--- src/rtl/dmem_arbiter_pkg.sv ---
// Shared definitions for the data-memory arbiter: return-stage states,
// owner encodings and the default address/data widths of the CPU data path.
package dmem_arbiter_pkg;

    localparam int AW_DEF = 8;
    localparam int DW_DEF = 16;

    typedef enum logic [1:0] {
        IDLE    = 2'd0,
        CPU_RD  = 2'd1,
        HOST_RD = 2'd2
    } ret_state_e;

    localparam logic [1:0] OWNER_NONE = 2'b00;
    localparam logic [1:0] OWNER_CPU  = 2'b01;
    localparam logic [1:0] OWNER_HOST = 2'b10;

endpackage

--- src/rtl/dmem_starve_cnt.sv ---
// Saturating count of consecutive denied host cycles; o_at_limit forces the
// host to win the next arbitration.
module dmem_starve_cnt #(
    parameter int MAX_WAIT = 3
) (
    input  logic i_clk,
    input  logic i_rst_n,
    input  logic i_clr,
    input  logic i_inc,
    output logic o_at_limit
);

    localparam logic [3:0] LIMIT = 4'(MAX_WAIT);

    logic [3:0] r_cnt;

    always_ff @(posedge i_clk or negedge i_rst_n) begin
        if (!i_rst_n) begin
            r_cnt <= '0;
        end else if (i_clr) begin
            r_cnt <= '0;
        end else if (i_inc && (r_cnt != LIMIT)) begin
            r_cnt <= r_cnt + 4'd1;
        end
    end

    assign o_at_limit = (r_cnt == LIMIT);

endmodule

--- src/rtl/dmem_arbiter.sv ---
// Single-port data-memory arbiter: CPU priority with bounded host wait, one
// access per cycle, and read-data valid steered to the issuing requester.
module dmem_arbiter
    import dmem_arbiter_pkg::*;
#(
    parameter int AW       = AW_DEF,
    parameter int DW       = DW_DEF,
    parameter int MAX_WAIT = 3
) (
    input  logic          Clk,
    input  logic          Rst,
    input  logic          CpuReq,
    input  logic          CpuWr,
    input  logic [AW-1:0] CpuAddr,
    input  logic [DW-1:0] CpuWData,
    output logic          CpuGnt,
    output logic          CpuRValid,
    input  logic          HostReq,
    input  logic          HostWr,
    input  logic [AW-1:0] HostAddr,
    input  logic [DW-1:0] HostWData,
    output logic          HostGnt,
    output logic          HostRValid,
    output logic [DW-1:0] RData,
    output logic [AW-1:0] MemAddr,
    output logic [DW-1:0] MemWData,
    output logic          MemWr,
    input  logic [DW-1:0] MemRData,
    output logic [1:0]    Owner
);

    ret_state_e r_state;
    ret_state_e w_state_nxt;
    logic       w_at_limit;
    logic       w_host_win;
    logic       w_cpu_win;

    dmem_starve_cnt #(
        .MAX_WAIT (MAX_WAIT)
    ) u_starve (
        .i_clk      (Clk),
        .i_rst_n    (Rst),
        .i_clr      (HostGnt || !HostReq),
        .i_inc      (HostReq && !HostGnt),
        .o_at_limit (w_at_limit)
    );

    // A starved host overrides the CPU; otherwise the host only gets idle slots.
    assign w_host_win = HostReq && (w_at_limit || !CpuReq);
    assign w_cpu_win  = CpuReq && !w_host_win;

    assign CpuGnt   = w_cpu_win;
    assign HostGnt  = w_host_win;
    assign MemAddr  = w_cpu_win ? CpuAddr  : (w_host_win ? HostAddr  : '0);
    assign MemWData = w_cpu_win ? CpuWData : (w_host_win ? HostWData : '0);
    assign MemWr    = w_cpu_win ? CpuWr    : (w_host_win ? HostWr    : 1'b0);
    assign RData    = MemRData;

    always_ff @(posedge Clk or negedge Rst) begin
        if (!Rst) begin
            r_state <= IDLE;
        end else begin
            r_state <= w_state_nxt;
        end
    end

    always_comb begin
        w_state_nxt = IDLE;
        if (w_cpu_win && !CpuWr) begin
            w_state_nxt = CPU_RD;
        end else if (w_host_win && !HostWr) begin
            w_state_nxt = HOST_RD;
        end
    end

    always_comb begin
        CpuRValid  = 1'b0;
        HostRValid = 1'b0;
        Owner      = OWNER_NONE;
        case (r_state)
            CPU_RD: begin
                CpuRValid = 1'b1;
                Owner     = OWNER_CPU;
            end
            HOST_RD: begin
                HostRValid = 1'b1;
                Owner      = OWNER_HOST;
            end
            default: begin
                Owner = OWNER_NONE;
            end
        endcase
    end

endmodule

--- config.mk ---
export PLATFORM = sky130hd
export DESIGN_NAME = dmem_arbiter
export DESIGN_NICKNAME = d
export VERILOG_FILES = /design/src/rtl/dmem_arbiter_pkg.sv /design/src/rtl/dmem_starve_cnt.sv /design/src/rtl/dmem_arbiter.sv
export SDC_FILE = /design/constraint.sdc
export NUM_CORES = 1
export LEC_CHECK = 0
export BUFFER_PORTS_ARGS = -buffer_cell sky130_fd_sc_hd__buf_2
export CORE_MARGIN = 2
export CORE_UTILIZATION = 36
export DETAILED_ROUTE_END_ITERATION = 6
export PLACE_DENSITY_LB_ADDON = 0.3
export REMOVE_ABC_BUFFERS = 1
export SLEW_MARGIN = 20
export SYNTH_ARGS = -nofsm -noshare
export SYNTH_HDL_FRONTEND = slang
export SYNTH_SLANG_ARGS = --single-unit
export TNS_END_PERCENT = 5
--- constraint.sdc ---
create_clock -name Clk -period 2.4 [get_ports Clk]
set_clock_uncertainty 0.2 [all_clocks]
set_input_delay 0.48 -clock Clk [delete_from_list [all_inputs] [get_ports Clk]]
set_output_delay 0.48 -clock Clk [all_outputs]
set_load 0.03 [all_outputs]
==> metrics.yaml <==
power_and_ir_drop:
  ir_drop_mv: 0.2872
  p_leak_nw: 0.7395
  power.density_nw_per_um2: 358.5
clock_tree:
  clkSlewWorstSetupHoldPaths_ps: 50
  post_cts_buffers: 0
  cts.sinks: 6
  cts_buffers: 3
  clock_latency_ps: 250
  h-tree-depth: 1
  cts_tree: "yes"
  cts-root-buf: "clkbuf_4"
  clock_path_buffers: 2
die:
  core-area_um2: 2686
  rows: 19
  die_y_um: 56.47
  fp.dieW_um: 56.47
  fp.dieArea_um2: 3188
  ioPinCount: 117
  start_util_pct: 36.89
final_layout:
  area_delta_synth_final_pct: 33.96
  fin_area_um2: 1328
  drive_gt1_share_pct: 60.53
  antenna_cells: 0
  stdcell_count: 221
  fin_nets: 263
timing:
  holdWs_ps: 190.3
  period_minus_slack_ps: 2307
  drv_slew: 0
  worstMarginPinSlew_ps: 241.0
  grt_setup_unrepaired: "true"
  maxSlewHeadroom_pct: 83.94
  fmax_mhz: 433.5
  final-hold-violation-count: 0
  finalSetupViolations: 0
  post-route-period-util_pct: 96.12
global_route:
  grtUsageTotal_pct: 18.32
  grt_pass1_wl_um: 4588
  grt_pass1_vias: 1047
  grt_max_degree: 30
  antenna_found_initial: 0
  grt_overflow_total: 0
routing:
  dr_wl_met3_um: 506
  top_layer_used: "met4"
  routed_via_density: 5.086
  wl_met1_um: 1143
  drc_errors: 0
  first_iter_violations: 11
  finalWirelength_um: 2968
  wire_per_inst_um: 13.43
  vias: 1124
  wl_met2_um: 1300
  dr.pass1.iters: 4
  drtAntennaViolNets: 0
placed_design:
  port_buffers: 84
  dp.cells: 217
  dpl_cell_area_um2: 1259
  dp_hpwl_um: 2260
  gp_congestion: 0.6908
setup_path:
  cp_cell_sequence: "ha_2 -> nand4bb_4 -> nand2_8 -> o22ai_2 -> buf_2"
  worstReg2RegEnd: "u_starve.r_cnt[3]"
  path_delay_family: "flip-flops"
  crit_fanout: 26
  worstSetupPathType: "reg2out"
  crit_required_ps: 1720
  cp.arrival_ps: 1630
  cp-start-kind: "flop"
  critPathSlowestCell: "dfrtp_1"
  worstSetupEndpointType: "primary output"
  r2r_cells: 4
  cp_slowest_stage_delay_ps: 390
  reg2reg_slack_ps: 950
  reg2reg_from: "u_starve.r_cnt[0]"
  timing.critical_path.buf_inv: 1
synthesis:
  synth_common_cells: "50 x nand2_1, 20 x buf_4, 19 x o22ai_2"
  synth-edff-count: 0
  synth_cell_types: 23
  yosysWarnings: 0
  synth_most_common_cell: "nand2_1"
  yosysSeqAreaShare_pct: 15.15
  ys_dominant_reg_cell: "dfrtp_1"
  synth-seq-cells: 6
  syn_inst: 128
  yosys-top-cells-area: "o22ai_2 24%, nand2_1 19%, buf_4 15%"
  synth_top_cell_by_area: "o22ai_2"
  syn_area_um2: 991.0
  synth_top_area_share_pct: 23.99
  async_flop_share_pct: 100.0
  syn_avg_cell_area_um2: 7.742
min_path:
  hold_depth: 2
  holdPathEnd: "r_state[1]"
  hp-class: "in2reg"
  hold_start: "HostWr"
run_status:
  status: "complete, no violations"
job:
  drv_cap: 0
[per-stage QoR]
step           setup WS (ps)  util, %  power [mW]  setup TNS (ps)
2_1_floorplan         -353.0        -      0.2701           -5849
3_3_place_gp           210.2    46.86      0.3739               0
3_5_place_dp           168.5    46.86      0.3779               0
4_1_cts               0.2319    49.00      0.4811               0
5_1_grt               -14.89    49.42      0.5104          -16.33
6_report               93.20    49.42      0.4759               0
[cells by family (layout without fill, tap and decap cells)]
logic type               Yosys count  after routing  share of synthesized area [%]
buffers and inverters             29             91                          23.61
AND/OR/NAND/NOR                   63             63                          28.79
XOR/XNOR                           2              2                          1.768
AO/OA/AOI/OAI                     27             27                          29.42
adder cells (fa/ha/maj)            1              1                          1.262
flip-flops                         6              6                          15.15
[cell usage in the layout (no fill, tap or decap)]
master | Yosys | routed
nand2_8 | 0 | 1
nand2_1 | 50 | 50
xnor2_1 | 1 | 1
nand4bb_4 | 0 | 1
a21boi_4 | 0 | 1
nor2_1 | 1 | 1
dlygate4sd3_1 | 0 | 1
nor2b_1 | 3 | 3
dfrtp_1 | 6 | 6
clkbuf_4 | 0 | 4
buf_4 | 20 | 4
nand3_1 | 1 | 1
and3b_1 | 1 | 1
a21oi_1 | 1 | 1
ha_2 | 0 | 1
o22ai_1 | 6 | 5
buf_2 | 2 | 81
buf_12 | 2 | 1
nand2b_2 | 1 | 1
and3_1 | 3 | 3
o22ai_2 | 19 | 20
and2_1 | 1 | 1
xor2_1 | 1 | 1
[metal layers]
metal | up-vias | global-route usage [%]
met2 | 85 | 27.08
met5 | - | 8.929
li1 | 542 | -
met4 | 0 | 4.082
met1 | 495 | 20.56
met3 | 2 | 13.36
[final cells by class]
| class | instances | area, um^2 |
|---|---|---|
| Clock buffer | 3 | 22.52 |
| Fill cell | 278 | 1359 |
| Multi-Input combinational cell | 93 | 643.1 |
| Sequential cell | 6 | 150.1 |
| Tap cell | 31 | 38.79 |
| Timing Repair Buffer | 88 | 473.0 |
[timing repair]
| item | CTS | global route |
|---|---|---|
| setup endpoints to repair | 26 | 26 |
| hold endpoints to repair | 6 | 0 |
| hold buffers | 1 | 0 |
| gates cloned | 0 | 0 |
| pin swaps | 1 | 0 |
| gates resized for setup | 4 | 3 |
[registers in the layout, indices dropped and copies added, names as in the netlist]
| signal | flops |
|---|---|
| r_state | 2 |
| u_starve.r_cnt | 4 |
[worst register-to-register path, stage by stage (launching register included)]
cell	delay, ps
dfrtp_1	390
ha_2	240
a21boi_4	160
buf_12	210
and3_1	180
[report_power, final]
| part | total (mW) | internal, mW | switching (mW) | leakage, nW |
|---|---|---|---|---|
| logic | 0.276 | 0.107 | 0.168 | 0.645 |
| registers | 0.107 | 0.105 | 0.00195 | 0.0811 |
| clock network | 0.0937 | 0.0566 | 0.0371 | 0.0138 |
[how the worst max path moves through the flow]
| stage | startpoint | to | slack, ps | cells past startpoint |
|---|---|---|---|---|
| 2_1_floorplan | u_starve.r_cnt[0] | MemAddr[0] | -350 | 3 |
| 3_3_place_gp | CpuReq | MemWData[14] | 210 | 5 |
| 3_5_place_dp | u_starve.r_cnt[0] | MemWData[14] | 170 | 5 |
| 4_1_cts | u_starve.r_cnt[0] | MemWData[12] | 0.2 | 5 |
| 5_1_grt | u_starve.r_cnt[0] | MemAddr[2] | -10 | 5 |
| 6_report | u_starve.r_cnt[0] | MemWData[12] | 90 | 5 |
(Power assumes the default switching activity.)
